==> src/rtl/lpm_tcam_pkg.sv <==
// Shared types for the LPM route table: default geometry, entry record and mask helper.
package lpm_tcam_pkg;

  localparam int LPM_WIDTH = 32;
  localparam int LPM_DEPTH = 16;
  localparam int LPM_IF_W  = 4;
  localparam int LPM_PL_W  = $clog2(LPM_WIDTH + 1);

  typedef struct packed {
    logic                  valid;
    logic [LPM_WIDTH-1:0]  net;
    logic [LPM_WIDTH-1:0]  mask;
    logic [LPM_PL_W-1:0]   prefix_len;
    logic [LPM_WIDTH-1:0]  next_hop;
    logic [LPM_IF_W-1:0]   if_idx;
  } lpm_entry_t;

  // Top plen bits set; plen >= WIDTH yields an all-ones mask.
  function automatic logic [LPM_WIDTH-1:0] lpm_mask(input logic [LPM_PL_W-1:0] plen);
    return ~({LPM_WIDTH{1'b1}} >> plen);
  endfunction

endpackage

==> src/rtl/lpm_prio_sel.sv <==
// Longest-prefix priority select: binary tree over match[], ties go to the lower index.
// Purely combinational, no backpressure.
module lpm_prio_sel #(
  parameter int DEPTH = 16,
  parameter int PL_W  = 6,
  parameter int IDX_W = $clog2(DEPTH)
) (
  input  logic [DEPTH-1:0]      match,
  input  logic [DEPTH*PL_W-1:0] prefix_len,
  output logic [IDX_W-1:0]      win_idx,
  output logic                  hit
);

  // Heap-ordered nodes: leaves at DEPTH..2*DEPTH-1, root at 1.
  logic              nv [1:2*DEPTH-1];
  logic [PL_W-1:0]   nl [1:2*DEPTH-1];
  logic [IDX_W-1:0]  nx [1:2*DEPTH-1];

  always_comb begin
    for (int i = 0; i < DEPTH; i++) begin
      nv[DEPTH+i] = match[i];
      nl[DEPTH+i] = prefix_len[i*PL_W +: PL_W];
      nx[DEPTH+i] = IDX_W'(i);
    end
    for (int n = DEPTH - 1; n >= 1; n--) begin
      // Right child only wins with a strictly longer prefix, so the lower index keeps ties.
      if (nv[2*n+1] && (!nv[2*n] || (nl[2*n+1] > nl[2*n]))) begin
        nl[n] = nl[2*n+1];
        nx[n] = nx[2*n+1];
      end else begin
        nl[n] = nl[2*n];
        nx[n] = nx[2*n];
      end
      nv[n] = nv[2*n] | nv[2*n+1];
    end
    win_idx = nx[1];
    hit     = nv[1];
  end

endmodule

==> src/rtl/lpm_tcam.sv <==
// LPM route table, optional counters under LPM_STATS_EN.
// Latency 2 cycles, one lookup per cycle; no backpressure, single-cycle write port.
module lpm_tcam
  import lpm_tcam_pkg::*;
#(
  parameter int WIDTH = LPM_WIDTH,
  parameter int DEPTH = LPM_DEPTH,
  parameter int IF_W  = LPM_IF_W,
  parameter int IDX_W = $clog2(DEPTH),
  parameter int PL_W  = $clog2(WIDTH + 1)
) (
  input  logic             clk,
  input  logic             rst_n,
  input  logic             lk_valid,
  input  logic [WIDTH-1:0] lk_addr,
  output logic             res_valid,
  output logic             res_hit,
  output logic [WIDTH-1:0] res_next_hop,
  output logic [IF_W-1:0]  res_if_idx,
  output logic [PL_W-1:0]  res_prefix_len,
  output logic [IDX_W-1:0] res_index,
  input  logic             wr_en,
  input  logic [IDX_W-1:0] wr_index,
  input  logic             wr_entry_valid,
  input  logic [WIDTH-1:0] wr_net,
  input  logic [PL_W-1:0]  wr_prefix_len,
  input  logic [WIDTH-1:0] wr_next_hop,
  input  logic [IF_W-1:0]  wr_if_idx,
  output logic             wr_err,
  output logic [31:0]      stat_lookups,
  output logic [31:0]      stat_misses
);

  lpm_entry_t              tbl [DEPTH];
  logic [DEPTH-1:0]        lk_match;
  logic [DEPTH-1:0]        s1_match;
  logic                    s1_vld;
  logic [DEPTH*PL_W-1:0]   plen_vec;
  logic [IDX_W-1:0]        win_idx;
  logic                    win_hit;
  logic                    wr_bad;

  assign wr_bad = wr_en && wr_entry_valid && (wr_prefix_len > PL_W'(WIDTH));

  always_ff @(posedge clk or negedge rst_n) begin
    if (!rst_n) begin
      for (int i = 0; i < DEPTH; i++) tbl[i] <= '0;
      wr_err <= 1'b0;
    end else begin
      wr_err <= wr_bad;
      if (wr_en && !wr_bad) begin
        if (wr_entry_valid) begin
          tbl[wr_index] <= '{valid:      1'b1,
                             net:        wr_net & lpm_mask(wr_prefix_len),
                             mask:       lpm_mask(wr_prefix_len),
                             prefix_len: wr_prefix_len,
                             next_hop:   wr_next_hop,
                             if_idx:     wr_if_idx};
        end else begin
          tbl[wr_index].valid <= 1'b0;
        end
      end
    end
  end

  always_comb begin
    lk_match = '0;
    plen_vec = '0;
    for (int i = 0; i < DEPTH; i++) begin
      lk_match[i] = tbl[i].valid && ((lk_addr & tbl[i].mask) == tbl[i].net);
      plen_vec[i*PL_W +: PL_W] = tbl[i].prefix_len;
    end
  end

  always_ff @(posedge clk or negedge rst_n) begin
    if (!rst_n) begin
      s1_vld   <= 1'b0;
      s1_match <= '0;
    end else begin
      s1_vld   <= lk_valid;
      s1_match <= lk_match;
    end
  end

  // Selection uses the entry fields live in this cycle; the match vector is frozen from stage 1.
  lpm_prio_sel #(
    .DEPTH (DEPTH),
    .PL_W  (PL_W),
    .IDX_W (IDX_W)
  ) u_prio_sel (
    .match      (s1_match),
    .prefix_len (plen_vec),
    .win_idx    (win_idx),
    .hit        (win_hit)
  );

  always_ff @(posedge clk or negedge rst_n) begin
    if (!rst_n) begin
      res_valid      <= 1'b0;
      res_hit        <= 1'b0;
      res_next_hop   <= '0;
      res_if_idx     <= '0;
      res_prefix_len <= '0;
      res_index      <= '0;
    end else begin
      res_valid <= s1_vld;
      if (s1_vld) begin
        res_hit <= win_hit;
        if (win_hit) begin
          res_next_hop   <= tbl[win_idx].next_hop;
          res_if_idx     <= tbl[win_idx].if_idx;
          res_prefix_len <= tbl[win_idx].prefix_len;
          res_index      <= win_idx;
        end else begin
          res_next_hop   <= '0;
          res_if_idx     <= '0;
          res_prefix_len <= '0;
          res_index      <= '0;
        end
      end
    end
  end

`ifdef LPM_STATS_EN
  logic [31:0] lk_cnt;
  logic [31:0] miss_cnt;

  always_ff @(posedge clk or negedge rst_n) begin
    if (!rst_n) begin
      lk_cnt   <= '0;
      miss_cnt <= '0;
    end else if (res_valid) begin
      if (lk_cnt != '1) lk_cnt <= lk_cnt + 32'd1;
      if (!res_hit && (miss_cnt != '1)) miss_cnt <= miss_cnt + 32'd1;
    end
  end

  assign stat_lookups = lk_cnt;
  assign stat_misses  = miss_cnt;
`else
  assign stat_lookups = '0;
  assign stat_misses  = '0;
`endif

endmodule

==> config.mk <==
export PLATFORM = sky130hd
export DESIGN_NAME = lpm_tcam
export DESIGN_NICKNAME = d
export VERILOG_FILES = /design/src/rtl/lpm_tcam_pkg.sv /design/src/rtl/lpm_prio_sel.sv /design/src/rtl/lpm_tcam.sv
export SDC_FILE = /design/constraint.sdc
export NUM_CORES = 2
export LEC_CHECK = 0
export ABC_AREA = 0
export BUFFER_PORTS_ARGS = -buffer_cell sky130_fd_sc_hd__buf_4
export CAP_MARGIN = 25
export CORE_MARGIN = 5
export CORE_UTILIZATION = 60
export DETAILED_ROUTE_END_ITERATION = 8
export HOLD_SLACK_MARGIN = 0.08
export PLACE_DENSITY = 0.76
export SYNTH_ARGS = -nofsm -noshare
export SYNTH_HDL_FRONTEND = slang
export SYNTH_SLANG_ARGS = --single-unit
==> constraint.sdc <==
create_clock -name clk -period 9.6 [get_ports clk]
set_input_delay 1.92 -clock clk [delete_from_list [all_inputs] [get_ports clk]]
set_output_delay 1.92 -clock clk [all_outputs]
set_load 0.1 [all_outputs]
# Yosys cells after proc, flatten, opt, wreduce, memory -nomap -nowiden
# Cells that the tools add are included.
# W data, S select, Z words.
dict set report word_totals {
  reg_bits 1778
  inputBits 115
  output_inout_bits 113
  elab_cells 285
}
dict set report classes {
  bitwise 35
  order_cmp 19
  muxes 43
  n_eq_ne 16
  shift 1
  reduce_logical 66
}
# operator n
set ops {}
lappend ops {{$bwmux W1712} 2}
lappend ops {{$mux W1712} 1}
lappend ops {{$demux W107 S4} 2}
lappend ops {{$and A32 B32 Y32} 17}
lappend ops {{$eq A32 B32 Y1} 16}
lappend ops {{$bmux W107 S4} 1}
lappend ops {{$mux W107} 2}
lappend ops {{$gt A6 B6 Y1} 15}
lappend ops {{$mux W6} 15}
lappend ops {{$mux W42} 2}
lappend ops {{$logic_and A1 B1 Y1} 35}
lappend ops {{$mux W32} 1}
lappend ops {{$not A32 Y32} 1}
lappend ops {{$shr A32 B6 Y32 const A} 1}
lappend ops {{$logic_not A1 Y1} 16}
lappend ops {{$logic_or A1 B1 Y1} 15}
lappend ops {{$or A1 B1 Y1} 15}
lappend ops {{$mux W4} 3}
lappend ops {{$ge A5 B5 Y1 const B} 2}
lappend ops {{$not A4 Y5} 2}
lappend ops {{$mux W1} 8}
lappend ops {{$mux W2} 4}
lappend ops {{$gt A6 B6 Y1 const B} 1}
lappend ops {{$mux W3} 2}
lappend ops {{$lt A5 B1 Y1 const B} 1}

# Depth between registers and ports, before layout
dict set report logic_depth {
  ltp_word 21
  ltp_mapped 46
  ltp_nobuf 36
}

# Cells and area by module
# From an unflattened synthesis, not the netlist that was laid out.
dict set report unflattened {
  hier_cells 7428
  hier_area_um2 81304.2
}
# module n_inst seq_area_each_um2 cells_each area_per_inst_um2
set modules_own_cells {}
lappend modules_own_cells {lpm_tcam 1 44092.3 6931 77740.8}
lappend modules_own_cells {lpm_prio_sel 1 0.0 497 3563.4}

# Worst setup path before layout
# Ideal clock, no wire load.
dict set report synth_timing {
  path_type {reg2reg}
  start {reg tbl[1540] (netlist name)}
  end {reg res_if_idx[0]}
  slack_ps 1063
  path_buffers 10
  period_less_slack_ps 8537
  setup_ps 137
  path_stages_with_launch 42
  required_time_ps 9463
  arrival_time_ps 8400
  cell_sequence {dfrtp_1 -> ha_1 -> nand4_1 -> o21bai_1 -> a31oi_1 -> clkbuf_1 -> nor2_1 -> a21oi_1 -> ha_1 -> nor2b_1 -> o211a_1 -> o21ai_0 -> a211oi_2 -> o211ai_1 -> a221o_1 -> buf_2 -> buf_2 -> buf_2 -> [... 6 more ...] -> clkbuf_1 -> clkbuf_1 -> nor2_1 -> a21oi_1 -> ha_1 -> o21ai_0 -> a21oi_1 -> o41ai_1 -> o21ai_1 -> clkbuf_1 -> a31o_2 -> a222oi_1 -> buf_4 -> buf_6 -> buf_6 -> mux2_2 -> a211oi_1 -> o211ai_1}
}
# element line
set synth_lines {}
lappend synth_lines {{end signal, assigned} lpm_tcam.sv:111} ;# res_if_idx <= tbl[win_idx].if_idx;
lappend synth_lines {{end, declared} lpm_tcam.sv:19} ;# output logic [IF_W-1:0] res_if_idx,

==> results.md <==
Run status:
- The flow ran to the end, but the final reports show violations.
- The final reports fail on design-rule violations.

Routing:
- The routed length per instance is 26.0 um.
- Once detail routing completed, the nets flagged for antenna violations numbered 0.
- The number of search-and-repair iterations in the first detailed-routing pass is 8.
- After detailed routing, the number of remaining DRC violations is 2.
- The post-detailed-routing wire length is 281000 um.
- Dividing the detail-routed via count by the number of cells gives between 6 and 7.
- The number of violations reported at the end of detailed-routing iteration 0 is ~8600.
- The routed layout has roughly 68000 vias.

Clock tree:
- The number of hold buffers added after CTS was 0.
- The total clock buffers created by CTS is 178.
- The H-tree depth is 4.
- The clock tree from TritonCTS is yes.
- After clock tree synthesis, the clock-pin slew on the worst setup and hold paths is 0.06 ns.
- At the later pin of the worst-skew pair, clock insertion delay measures 0.83 ns.
- Counting along the longest clock path gives a buffer depth of 3.
- CTS placed an instance of clkbuf_16 at the clock tree root.
- The total clock sinks is 1762.

Layout:
- The final net count is 9086.
- The share of cells above drive strength 1 is under 10%.
- The number of fill cells is 10600.
- The area of combinational cells with multiple inputs is 35100 um^2.
- The signed area change from the synthesized netlist to the final layout is 10.7%.
- The footprint of the flip-flops and latches is 44100 um^2.

Setup path:
- The number of cells on the worst reg-to-reg path is 37.
- The reg-to-reg startpoint is tbl[1647].
- Following the worst setup path forward leads to its endpoint at res_prefix_len[2].
- The worst path required time is 10.29 ns.
- The reg-to-reg endpoint is res_prefix_len[2].
- On the worst path, the slowest cell contributes a delay of 0.62 ns.
- The reg-to-reg setup timing slack is 0.61 ns.
- The worst setup path is captured at a flip-flop.
- The worst setup path startpoint is tbl[1647].
- Data on the critical path arrives at its endpoint at 9.68 ns.
- The startpoint type of the worst setup path is a flip-flop.
- The peak fanout along the critical path is 23.
- The type of the setup path with the least slack is reg -> reg.
- Among all stages on the critical path, the largest delay is contributed by a22o_2.

STA:
- The final number of setup-violating endpoints is 0.
- Setup total negative slack on the finished layout was measured at 0 ns.
- The share of the clock period used by the worst path after layout is a little over nine tenths.
- The post-layout minimum cycle time is 8.99 ns.
- The count of final max-slew check failures is 0.
- In this run the tightest slew margin relative to its limit is 15.1%.
- The achievable clock frequency is around 0.11 GHz.
- Setup repair after global routing left no endpoint under its margin.
- The number of failing hold endpoints at the final stage is 0.
- The minimum setup slack in the final design is 0.612 ns.
- On the final layout, the worst clock skew is 0.0485 ns.
- For the pin with the worst max-slew slack, the measured transition is 1.26 ns.

Global routing:
- The global-route wire length before repair is 416000 um.
- The layer flagged by global routing as most heavily used is met2.
- The total overflow reported by the global router is 0.
- Entering global routing, the biggest net connects 197 pins.
- The number of global-route vias before repair came to 65400.
- For met2 alone, demand over resource in global routing was 59.4%.
- Global routing consumed, on the met1 layer, between 40% and 50% of the routing resources.
- For this run, global-route usage on met3 was measured as under 10%.
- The number of antenna violations at the first check in global routing is 19.
- Across every metal layer, demand over resource in global routing totals 39.0%.

Die:
- The die is 379 um wide.
- The vertical die dimension is 379 um.
- The floorplan row count is approximately 140.
- The floorplan step defined a die boundary enclosing 144000 um^2.
- The effective utilization at floorplan is 60.4%.
- The area inside the core boundary is 135000 um^2.
- The number of top-level design ports is roughly 230.

Run:
- Across the run, the number of max-cap violations was 0.

Place:
- The count of buffers added on input and output ports is 163.
- The worst slack at placement is 0.476 ns.
- The congestion estimate from routability-driven global placement came to between 0.9 and 1.
- The HPWL after detailed placement is ~170000 um.

Synth:
- After synthesis, the share of flip-flops with an asynchronous set or reset is 100%.
- The number of warning messages in the yosys log is 0.
- The average instance in the mapped netlist occupies a little over 9 um^2.
- The number of different library cells used by synthesis comes to just over 70.
- The post-synthesis instance total is about 9000.
- The top cell type's share of synthesized area is a little over half.
- dfrtp_1 takes more of the synthesized area than any other cell.
- The post-synthesis register bit count is 1762.
- The post-synthesis cell area is 81900 um^2.
- For this run, the leading register cell type out of synthesis is dfrtp_1.
- Of the synthesized area, sequential elements account for 53.9%.
- In this run, synthesis inferred 0 flip-flops with an integrated enable.
- By area the synthesized netlist is led by dfrtp_1, nand2_1, o21ai_0.

Pwr:
- The static leakage power is 43.3 nW.
- The maximum resistive drop on vdd is 0.000184 V.
- The power density of the placed cells is approximately 230 nW/um^2.

Hold path:
- In this run the worst hold path is classified as reg -> reg.
worst min-delay path by stage:
| stage | startpoint | endpoint | slack [ns] | cells past startpoint |
|---|---|---|---|---|
| after detailed placement | tbl[784] | tbl[784] | 0.45 | 2 |
| after global placement | tbl[782] | tbl[782] | 0.45 | 2 |
| after global routing | tbl[765] | tbl[765] | 0.48 | 2 |
| final | tbl[765] | tbl[765] | 0.47 | 2 |
| after CTS | tbl[767] | tbl[767] | 0.47 | 2 |
| after floorplan | tbl[755] | tbl[755] | 0.44 | 2 |
stage by stage:
stage	power, mW	hold WS, ns	util, %	cells	cell area (um^2)
2_1_floorplan	12.0	0.438	-	9107	82100
3_3_place_gp	13.2	0.449	62.2	10500	84200
3_5_place_dp	13.4	0.455	62.3	10500	84300
4_1_cts	20.6	0.470	66.7	10800	90400
5_1_grt	21.6	0.478	66.9	10800	90600
6_report	20.7	0.468	66.9	10800	90600
synthesized netlist by cell type, types with 5 or more instances:
cell type	n
buf_6	13
o31ai_1	7
o21ai_0	1112
ha_1	89
o22a_1	40
mux2i_1	160
a31oi_1	14
a221o_1	42
a21oi_1	53
buf_4	76
o31a_1	8
xor2_1	73
inv_1	83
o22ai_1	12
nor3_1	34
o211a_1	8
o32a_1	5
clkbuf_1	608
mux2_2	179
dfrtp_1	1762
o2111ai_1	43
nor2b_1	82
buf_1	13
buf_2	23
or2_2	11
nand3_1	78
o211ai_1	86
a21boi_0	45
nor4_1	104
xnor2_1	423
nand2_1	3418
a211oi_1	42
o21a_1	8
a21o_1	13
and2_1	5
nand4_1	45
nor2_1	82
or2_1	5
nand2b_1	35
o32ai_1	41
repair_timing:
item	in CTS	in global routing
setup buffers	0	2
gates resized for setup	0	4
setup endpoints to repair	0	42
per-layer routing:
layer,wire length [um],up-vias
li1,-,29400
met1,103000,33000
met2,124000,4106
met3,31000,1167
met4,22900,16
met5,114,-
report_power, final:
group | switching [mW] | internal (mW) | total [mW]
sequential | 0.852 | 8.79 | 9.64
combinational | 2.36 | 1.45 | 3.81
clock | 3.06 | 4.18 | 7.24
layout by cell type, fill, tap and decap left out, types with 40 or more instances in the layout:
cell type / synthesis / layout
o211ai_1: 86 / 86
nand2_1: 3418 / 3402
o2111ai_1: 43 / 43
dfrtp_1: 1762 / 1761
nor2_1: 82 / 59
o22a_1: 40 / 40
buf_4: 76 / 290
clkbuf_16: 0 / 179
o32ai_1: 41 / 41
a21oi_1: 53 / 48
o21ai_0: 1112 / 1110
xnor2_1: 423 / 423
xor2_1: 73 / 73
nand3_1: 78 / 77
ha_1: 89 / 89
inv_1: 83 / 83
nor2b_1: 82 / 82
a211oi_1: 42 / 42
nor4_1: 104 / 101
a21boi_0: 45 / 44
nand4_1: 45 / 45
a221o_1: 42 / 41
conb_1: 1 / 64
clkbuf_1: 608 / 48
mux2_2: 179 / 179
mux2i_1: 160 / 160
registers in the layout, indices dropped and copies added, names as in the netlist:
signal          count
tbl              1616
plen_vec           80
res_next_hop       32
s1_match           16
res_prefix_len      6
res_if_idx          4
res_index           4
res_hit             1
res_valid           1
s1_vld              1
wr_err              1
logic make-up (layout without fill, tap and decap cells):
logic type                 Yosys count  in the layout  share of synthesized area [%]
AOI/OAI and AO/OA                 1626           1626                           11.7
buffers and inverters              817            742                           4.25
and+or+nand+nor                   3914           3914                           19.1
muxes                              339            339                           4.42
other                                1             72                        0.00458
DFF                               1762           1762                           53.9
xor gates and xnor gates           496            496                           5.31
adders and majority gates           89             89                           1.36
area by class of cell:
cell class	instances	share of cell area [%]
Tap cell	1781	2.46
Clock buffer	260	5.64
Timing Repair Buffer	328	3.15
Clock inverter	70	1.06
Antenna cell	8	0.0221
Inverter	84	0.348
Multi-Input combinational cell	6528	38.7
Sequential cell	1762	48.6
worst max-delay path: cells and delay by family, from the launching register on:
family / cells / cell delay (ns)
compound gates: 19 / 4.31
buf+inv: 6 / 1.42
fa+ha+maj: 4 / 1.22
simple gates: 7 / 1.15
flops: 1 / 0.39
mux: 1 / 0.31
No activity file was read; power rests on OpenSTA's default activity.
